## config.mk

```make
export PLATFORM = sky130hd
export DESIGN_NAME = alu_operand_stage
export DESIGN_NICKNAME = d
export VERILOG_FILES = /design/src/rtl/alu_operand_stage.sv
export SDC_FILE = /design/constraint.sdc
export NUM_CORES = 1
export LEC_CHECK = 0
export CORE_AREA = 2 2 260 262
export DETAILED_ROUTE_END_ITERATION = 16
export DIE_AREA = 0 0 262 264
export PLACE_DENSITY_LB_ADDON = 0.15
export SYNTH_ARGS = -nofsm -noshare
export SYNTH_HDL_FRONTEND = slang
export SYNTH_SLANG_ARGS = --single-unit
```

## constraint.sdc

```tcl
create_clock -name clk_i -period 85.3 [get_ports clk_i]
set_input_delay 8.53 -clock clk_i [delete_from_list [all_inputs] [get_ports clk_i]]
set_output_delay 8.53 -clock clk_i [all_outputs]
set_load 0.01 [all_outputs]
```

## src/rtl/alu_operand_stage.sv

```systemverilog
// ALU operand stage: resolves register operands with a single-source result
// bypass, selects PC/immediate operands, precomputes a+b and a-b, and hands
// everything to the ALU through a two-entry (main + skid) registered buffer.
module alu_operand_stage #(
    parameter int TAG_W = 32
) (
    input  logic             clk_i,
    input  logic             rst_i,
    input  logic             flush_i,
    input  logic             in_valid_i,
    output logic             in_ready_o,
    input  logic [4:0]       in_rs1_idx_i,
    input  logic [4:0]       in_rs2_idx_i,
    input  logic [63:0]      in_rs1_value_i,
    input  logic [63:0]      in_rs2_value_i,
    input  logic             in_use_pc_i,
    input  logic [63:0]      in_pc_i,
    input  logic             in_use_imm_i,
    input  logic [63:0]      in_imm_i,
    input  logic             in_is_32_i,
    input  logic [TAG_W-1:0] in_tag_i,
    input  logic             byp_valid_i,
    input  logic [4:0]       byp_rd_i,
    input  logic [63:0]      byp_value_i,
    output logic             out_valid_o,
    input  logic             out_ready_i,
    output logic [63:0]      out_operand_a_o,
    output logic [63:0]      out_operand_b_o,
    output logic [63:0]      out_sum_o,
    output logic [63:0]      out_difference_o,
    output logic             out_is_32_o,
    output logic [TAG_W-1:0] out_tag_o
);

    typedef struct packed {
        logic [63:0]      operand_a;
        logic [63:0]      operand_b;
        logic [63:0]      sum;
        logic [63:0]      difference;
        logic             is_32;
        logic [TAG_W-1:0] tag;
    } entry_t;

    entry_t      main_r;
    entry_t      skid_r;
    entry_t      in_entry_s;
    logic        main_valid_r;
    logic        skid_valid_r;
    logic        main_valid_nx_s;
    logic        skid_valid_nx_s;
    logic        main_load_in_s;
    logic        main_load_skid_s;
    logic        skid_load_s;
    logic        accept_s;
    logic        drain_s;
    logic [63:0] fwd_rs1_s;
    logic [63:0] fwd_rs2_s;
    logic [63:0] op_a_s;
    logic [63:0] op_b_s;

    // Bypass wins over the register file only for a matching, non-zero index;
    // x0 always reads as the register-file value.
    function automatic logic [63:0] resolve_source(
        input logic [4:0]  idx,
        input logic [63:0] rf_value,
        input logic        bvalid,
        input logic [4:0]  brd,
        input logic [63:0] bvalue
    );
        logic [63:0] result;
        if (bvalid && (brd == idx) && (idx != 5'd0)) begin
            result = bvalue;
        end else begin
            result = rf_value;
        end
        return result;
    endfunction

    // Readiness depends on registered state (and reset) only, never on out_ready_i.
    assign in_ready_o = !skid_valid_r && !rst_i;
    assign accept_s   = in_valid_i && in_ready_o;
    assign drain_s    = main_valid_r && out_ready_i;

    // Build the incoming entry: forward, select operands, precompute sum/difference.
    always_comb begin
        fwd_rs1_s = resolve_source(in_rs1_idx_i, in_rs1_value_i, byp_valid_i, byp_rd_i, byp_value_i);
        fwd_rs2_s = resolve_source(in_rs2_idx_i, in_rs2_value_i, byp_valid_i, byp_rd_i, byp_value_i);
        if (in_use_pc_i) begin
            op_a_s = in_pc_i;
        end else begin
            op_a_s = fwd_rs1_s;
        end
        if (in_use_imm_i) begin
            op_b_s = in_imm_i;
        end else begin
            op_b_s = fwd_rs2_s;
        end
        in_entry_s.operand_a  = op_a_s;
        in_entry_s.operand_b  = op_b_s;
        in_entry_s.sum        = op_a_s + op_b_s;
        in_entry_s.difference = op_a_s - op_b_s;
        in_entry_s.is_32      = in_is_32_i;
        in_entry_s.tag        = in_tag_i;
    end

    // Occupancy next-state and data-load selection; flush discards everything.
    always_comb begin
        main_valid_nx_s  = main_valid_r;
        skid_valid_nx_s  = skid_valid_r;
        main_load_in_s   = 1'b0;
        main_load_skid_s = 1'b0;
        skid_load_s      = 1'b0;
        if (flush_i) begin
            main_valid_nx_s = 1'b0;
            skid_valid_nx_s = 1'b0;
        end else begin
            case ({main_valid_r, skid_valid_r})
                2'b00: begin
                    if (accept_s) begin
                        main_valid_nx_s = 1'b1;
                        main_load_in_s  = 1'b1;
                    end else begin
                        main_valid_nx_s = 1'b0;
                    end
                end
                2'b10: begin
                    if (accept_s && drain_s) begin
                        main_load_in_s = 1'b1;
                    end else if (accept_s) begin
                        skid_valid_nx_s = 1'b1;
                        skid_load_s     = 1'b1;
                    end else if (drain_s) begin
                        main_valid_nx_s = 1'b0;
                    end else begin
                        main_valid_nx_s = 1'b1;
                    end
                end
                2'b11: begin
                    if (drain_s) begin
                        main_load_skid_s = 1'b1;
                        skid_valid_nx_s  = 1'b0;
                    end else begin
                        skid_valid_nx_s = 1'b1;
                    end
                end
                default: begin
                    // Skid-only is unreachable; recover to empty.
                    main_valid_nx_s = 1'b0;
                    skid_valid_nx_s = 1'b0;
                end
            endcase
        end
    end

    // Valid bits: reset to a known empty state so no X reaches the handshake.
    always_ff @(posedge clk_i) begin
        if (rst_i) begin
            main_valid_r <= 1'b0;
            skid_valid_r <= 1'b0;
        end else begin
            main_valid_r <= main_valid_nx_s;
            skid_valid_r <= skid_valid_nx_s;
        end
    end

    // Payload registers: only written on a load, so stalled outputs stay stable.
    always_ff @(posedge clk_i) begin
        if (main_load_in_s) begin
            main_r <= in_entry_s;
        end else if (main_load_skid_s) begin
            main_r <= skid_r;
        end else begin
            main_r <= main_r;
        end
        if (skid_load_s) begin
            skid_r <= in_entry_s;
        end else begin
            skid_r <= skid_r;
        end
    end

    assign out_valid_o      = main_valid_r;
    assign out_operand_a_o  = main_r.operand_a;
    assign out_operand_b_o  = main_r.operand_b;
    assign out_sum_o        = main_r.sum;
    assign out_difference_o = main_r.difference;
    assign out_is_32_o      = main_r.is_32;
    assign out_tag_o        = main_r.tag;

endmodule

```

## Word level (Yosys, flattened, before mapping)

Cells that the tools add are included.

| operators by class | value |
|---|---|
| divide/modulo/power cells | 0 |
| multiplexer cells | 23 |
| bitwise logic cells | 2 |
| add/subtract/negate cells | 2 |
| equality and inequality tests | 7 |
| shift operators | 0 |
| order comparisons | 0 |
| $mul | 0 |
| reductions and logical operators | 17 |

Operator list:

| operator | count |
|---|---|
| $mux 289 | 2 |
| $mux 64 | 4 |
| $add 64x64->64 | 1 |
| $sub 64x64->64 | 1 |
| $mux 1 | 14 |
| $eq 5x5->1 | 2 |
| $reduce_bool 5->1 | 2 |
| $logic_and 1x1->1 | 8 |
| $ne 2x2->1 const B | 3 |
| $pmux 1 s3 | 2 |
| $reduce_and 3->1 | 2 |
| $eq 2x2->1 const B | 2 |
| $logic_not 1->1 | 2 |
| $logic_not 2->1 | 1 |
| $not 1->1 | 2 |
| $pmux 1 s2 | 1 |
| $reduce_bool 2->1 | 1 |
| $reduce_or 2->1 | 1 |

| storage, ports and cells | value |
|---|---|
| bits in registers | 580 |
| memory bits (read-only) | 0 |
| input bits | 376 |
| logic and storage cells | 65 |
| memories | 0 |
| output and inout bits | 291 |
| latch bits | 0 |
| RAM bits | 0 |

## Depth between registers and ports, before layout

| depth | value |
|---|---|
| depth after elaboration | 8 |
| mapped depth | 22 |
| gate-level depth less buffers | 20 |

## Worst setup path after synthesis

No wires, ideal clock.

| timing path | value |
|---|---|
| kind | in2reg |
| from | input port flush_i |
| to | register skid_r[0] (netlist name), enable pin |
| setup slack | 47.357 ns |
| data arrival time | 36.269 ns |
| buffers on the path | 0 |
| data required time | 83.625 ns |
| library setup time | 1.675 ns |
| cell stages on the path | 1 |
| path through | nor4_1 |

| on the way | value |
|---|---|
| cells in the longest elaborated chain, start to end | 1 |

Ends and longest elaborated chain:

| what | RTL line | text |
|---|---|---|
| start, declared | 9 | `input logic flush_i,` |
| $mux 1 | 113 | `if (flush_i) begin` |
| end signal, assigned | 176 | `skid_r <= in_entry_s;` |
| end signal, assigned | 178 | `skid_r <= skid_r;` |
| end, declared | 45 | `entry_t skid_r;` |

No other way between the ends.
A chain may end at the register's enable or synchronous reset.

## Worst setup path in the final report

| timing path | value |
|---|---|
| from | input port rst_i |
| to | output port in_ready_o |

| on the way | value |
|---|---|
| cells in the longest elaborated chain, start to end | 2 |

Ends and longest elaborated chain:

| what | RTL line | text |
|---|---|---|
| start, declared | 8 | `input logic rst_i,` |
| $logic_not 1->1 | 80 | `assign in_ready_o = !skid_valid_r && !rst_i;` |
| $logic_and 1x1->1 | 80 |  |
| end, declared | 11 | `output logic in_ready_o,` |

No other way between the ends.

==> reports/metrics.yaml <==
status: "finished, final reports clean"
die_area_um2: 69200
synthCells: 2604
grt_pass1_wl_um: 150000
dp_slack_ns: 66.88
use_met1: 0.362
rsz0062_at_grt: "no"
fin_setup_tns_ns: 0
io_pins: 667
synthTopCellsByArea: "edfxtp_1, mux2_2, ha_1"
p_leak_nw: 14.4
drt-pass1-iter-count: 8
antenna_found_initial: 6
setup.worst_path.class: "in2out"
r2r_slack_ns: 81.49
async_flop_share: 0
finalPower_mw: 0.769
setup_viol: 0
period_needed_ns: 18.41
yosysUniqueCellTypes: 76
chipWidth_um: 262
fin_ws_ns: 66.89
ir_worst_vdd_mv: 0.0175
hpwl_um: 77900
synth_nets: 3106
wirelength_um: 104000
vias_per_cell: 5.63
tightest_slew_ns: 1.15
cts_hold_buf: 0
cts.repair.resized: 0
crit_buf_inv: 2
maxSlewViolCount: 0
worstPathCellList: "clkdlybuf4s50_1, nor2_1, clkdlybuf4s50_1"
grt_busiest_layer: "met2"
area_growth_pct: 30.7
drtIter0Drc: 1667
crit_top_cell: "clkdlybuf4s50_1"
synth_ff_type: "edfxtp_1"
drc: 0
layout-drive-gt1-share: 0.112
startpoint_type: "input pin"
post_cts_buffers: 0
finalHoldViolCount: 0
crit_required_ns: 76.77
slowest_delay_ns: 0.56
start_util: 0.465
clk_pin_slew_ns: 0.07
use_met2: 0.505
finalClockSkew_ns: 0.0195
crit_slowest_cell: "clkdlybuf4s50_1"
seq_area_frac_synth: 0.560
cts_made_buffers: 60
synth.cell_area_um2: 31000
grt_max_degree: 162
finalInstanceArea_um2: 40500
die_y_um: 264
yosys_warnings: 0
synth.ff_latch_count: 578
clock-root-buffer: "clkbuf_16"
first_global_vias: 23200
clk_latency_ns: 0.64
synth_edf_count: 576
htreeDepth: 2
routedWlPerCell_um: 25.0
nNetsFinal: 3722
yosys.area.top_type_share: 0.559
cts_buffer_depth: 3
grt_use_met3: 0.0507
via_count: 23300
port_buffers: 666
track_usage: 0.290
cp_top_family: "buffers and inverters"
cts_tree: "yes"
slew_headroom: 0.224
gp_congestion: 0.876
ant_nets: 0
fmax_ghz: 0.0543
cellPowerDensity_nw_per_um2: 19.0
dpl_cell_area_um2: 38400
cp-end-kind: "output pin"
grt-ovfl-total: 0
fp-row-count: 95
synthTopCellsByCount: "edfxtp_1, mux2_2, a21oi_1"
syn_avg_cell_area_um2: 11.9
maxCapViolCount: 0
core_area_um2: 66600
cts.sinks: 578
fin_crit_sh: 0.216
yosysMostFrequentCell: "edfxtp_1"
yosysTopAreaCell: "edfxtp_1"
hold_path_class: "reg2reg"
critPathMaxFanout: 5
critical_path_arrival_ns: 9.88
==> path summary, 6_finish.rpt <==
check | start | endpoint | depth (start not counted)
max | rst_i | in_ready_o | 3
min | skid_r[183]$_DFFE_PP_ | out_operand_b_o[22]$_DFFE_PP_ | 2
max reg2reg | skid_valid_r$_SDFFE_PP0P_ | out_difference_o[37]$_DFFE_PP_ | 6
min reg2reg | skid_r[183]$_DFFE_PP_ | out_operand_b_o[22]$_DFFE_PP_ | 2
==> worst reg2reg max path: stages, from the launching register on <==
cell and delay, ns:
dfxtp_1 0.39, nand2b_1 0.20, nor3_1 0.10, nand2_4 0.60, buf_4 0.91, buf_4 0.85, mux2_2 0.51
==> power by group <==
group	switching (mW)	internal, mW
sequential	0.00149	0.324
combinational	0.103	0.0668
clock	0.116	0.157
==> per-layer routing <==
metal,routed length (µm),vias to the layer above,share of wire
li1,-,10900,-
met1,41500,11500,0.40
met2,51700,858,0.50
met3,6780,135,0.065
met4,3640,2,0.035
met5,13,-,0.00013
==> stage by stage <==
step	utilization	hold WS, ns	instances
3_5_place_dp	0.578	0.509	4031
6_report	0.608	0.523	4146
2_1_floorplan	-	0.495	2604
4_1_cts	0.608	0.524	4141
5_1_grt	0.608	0.538	4146
3_3_place_gp	0.578	0.507	4031
==> layout make-up <==
type / count / area (µm²)
diodes: 5 / 12.5
clock buffers: 66 / 1520
clock inverters: 44 / 494
fillers: 5341 / 26100
inverters: 135 / 507
multi-input cells: 1751 / 12600
flip-flops and latches: 578 / 17300
well taps: 873 / 1090
repair buffers: 694 / 6900
==> logic make-up (layout without fill, tap and decap cells) <==
kind of cell	Yosys count	in the layout	share of synthesized area
AOI/OAI and AO/OA	610	610	0.120
xor gates and xnor gates	131	131	0.0371
and+or+nand+nor	538	538	0.0767
muxes	346	346	0.121
other	0	5	0
adders and majority gates	126	126	0.0514
buffers and inverters	275	939	0.0338
DFF	578	578	0.560
==> flip-flops by register name, summed over array words and instances, names as in the netlist <==
signal and flops:
out_tag_o 32, out_difference_o 63, out_valid_o 1, out_operand_a_o 64, skid_valid_r 1, out_is_32_o 1, out_sum_o 64, out_operand_b_o 64
skid_r 288
==> placed cells by master (no fill, tap or decap), types with 7 or more instances in the layout <==
cell / Yosys / routed
nor2b_1: 13 / 13
o21bai_1: 48 / 48
buf_4: 1 / 28
nor3_1: 25 / 25
o41ai_1: 7 / 7
clkinv_2: 0 / 11
mux2i_1: 126 / 126
ha_1: 124 / 124
clkinv_1: 5 / 17
a31oi_1: 15 / 15
a21oi_1: 212 / 212
clkbuf_16: 0 / 60
nor2_1: 194 / 194
o31ai_1: 21 / 20
a41oi_1: 7 / 7
nand2b_1: 17 / 17
mux2_2: 219 / 219
xor2_1: 22 / 22
nand4_1: 21 / 21
xnor2_1: 109 / 109
inv_1: 128 / 128
or3_1: 7 / 7
a211oi_1: 7 / 7
bufinv_16: 0 / 9
nand2_1: 192 / 191
edfxtp_1: 576 / 576
nand3_1: 18 / 18
clkdlybuf4s50_1: 0 / 664
o21ai_0: 186 / 186
nor4_1: 25 / 24
o21a_1: 9 / 9
o21ai_1: 7 / 7
a21o_1: 31 / 31
Power figures use the tool's default switching activity.
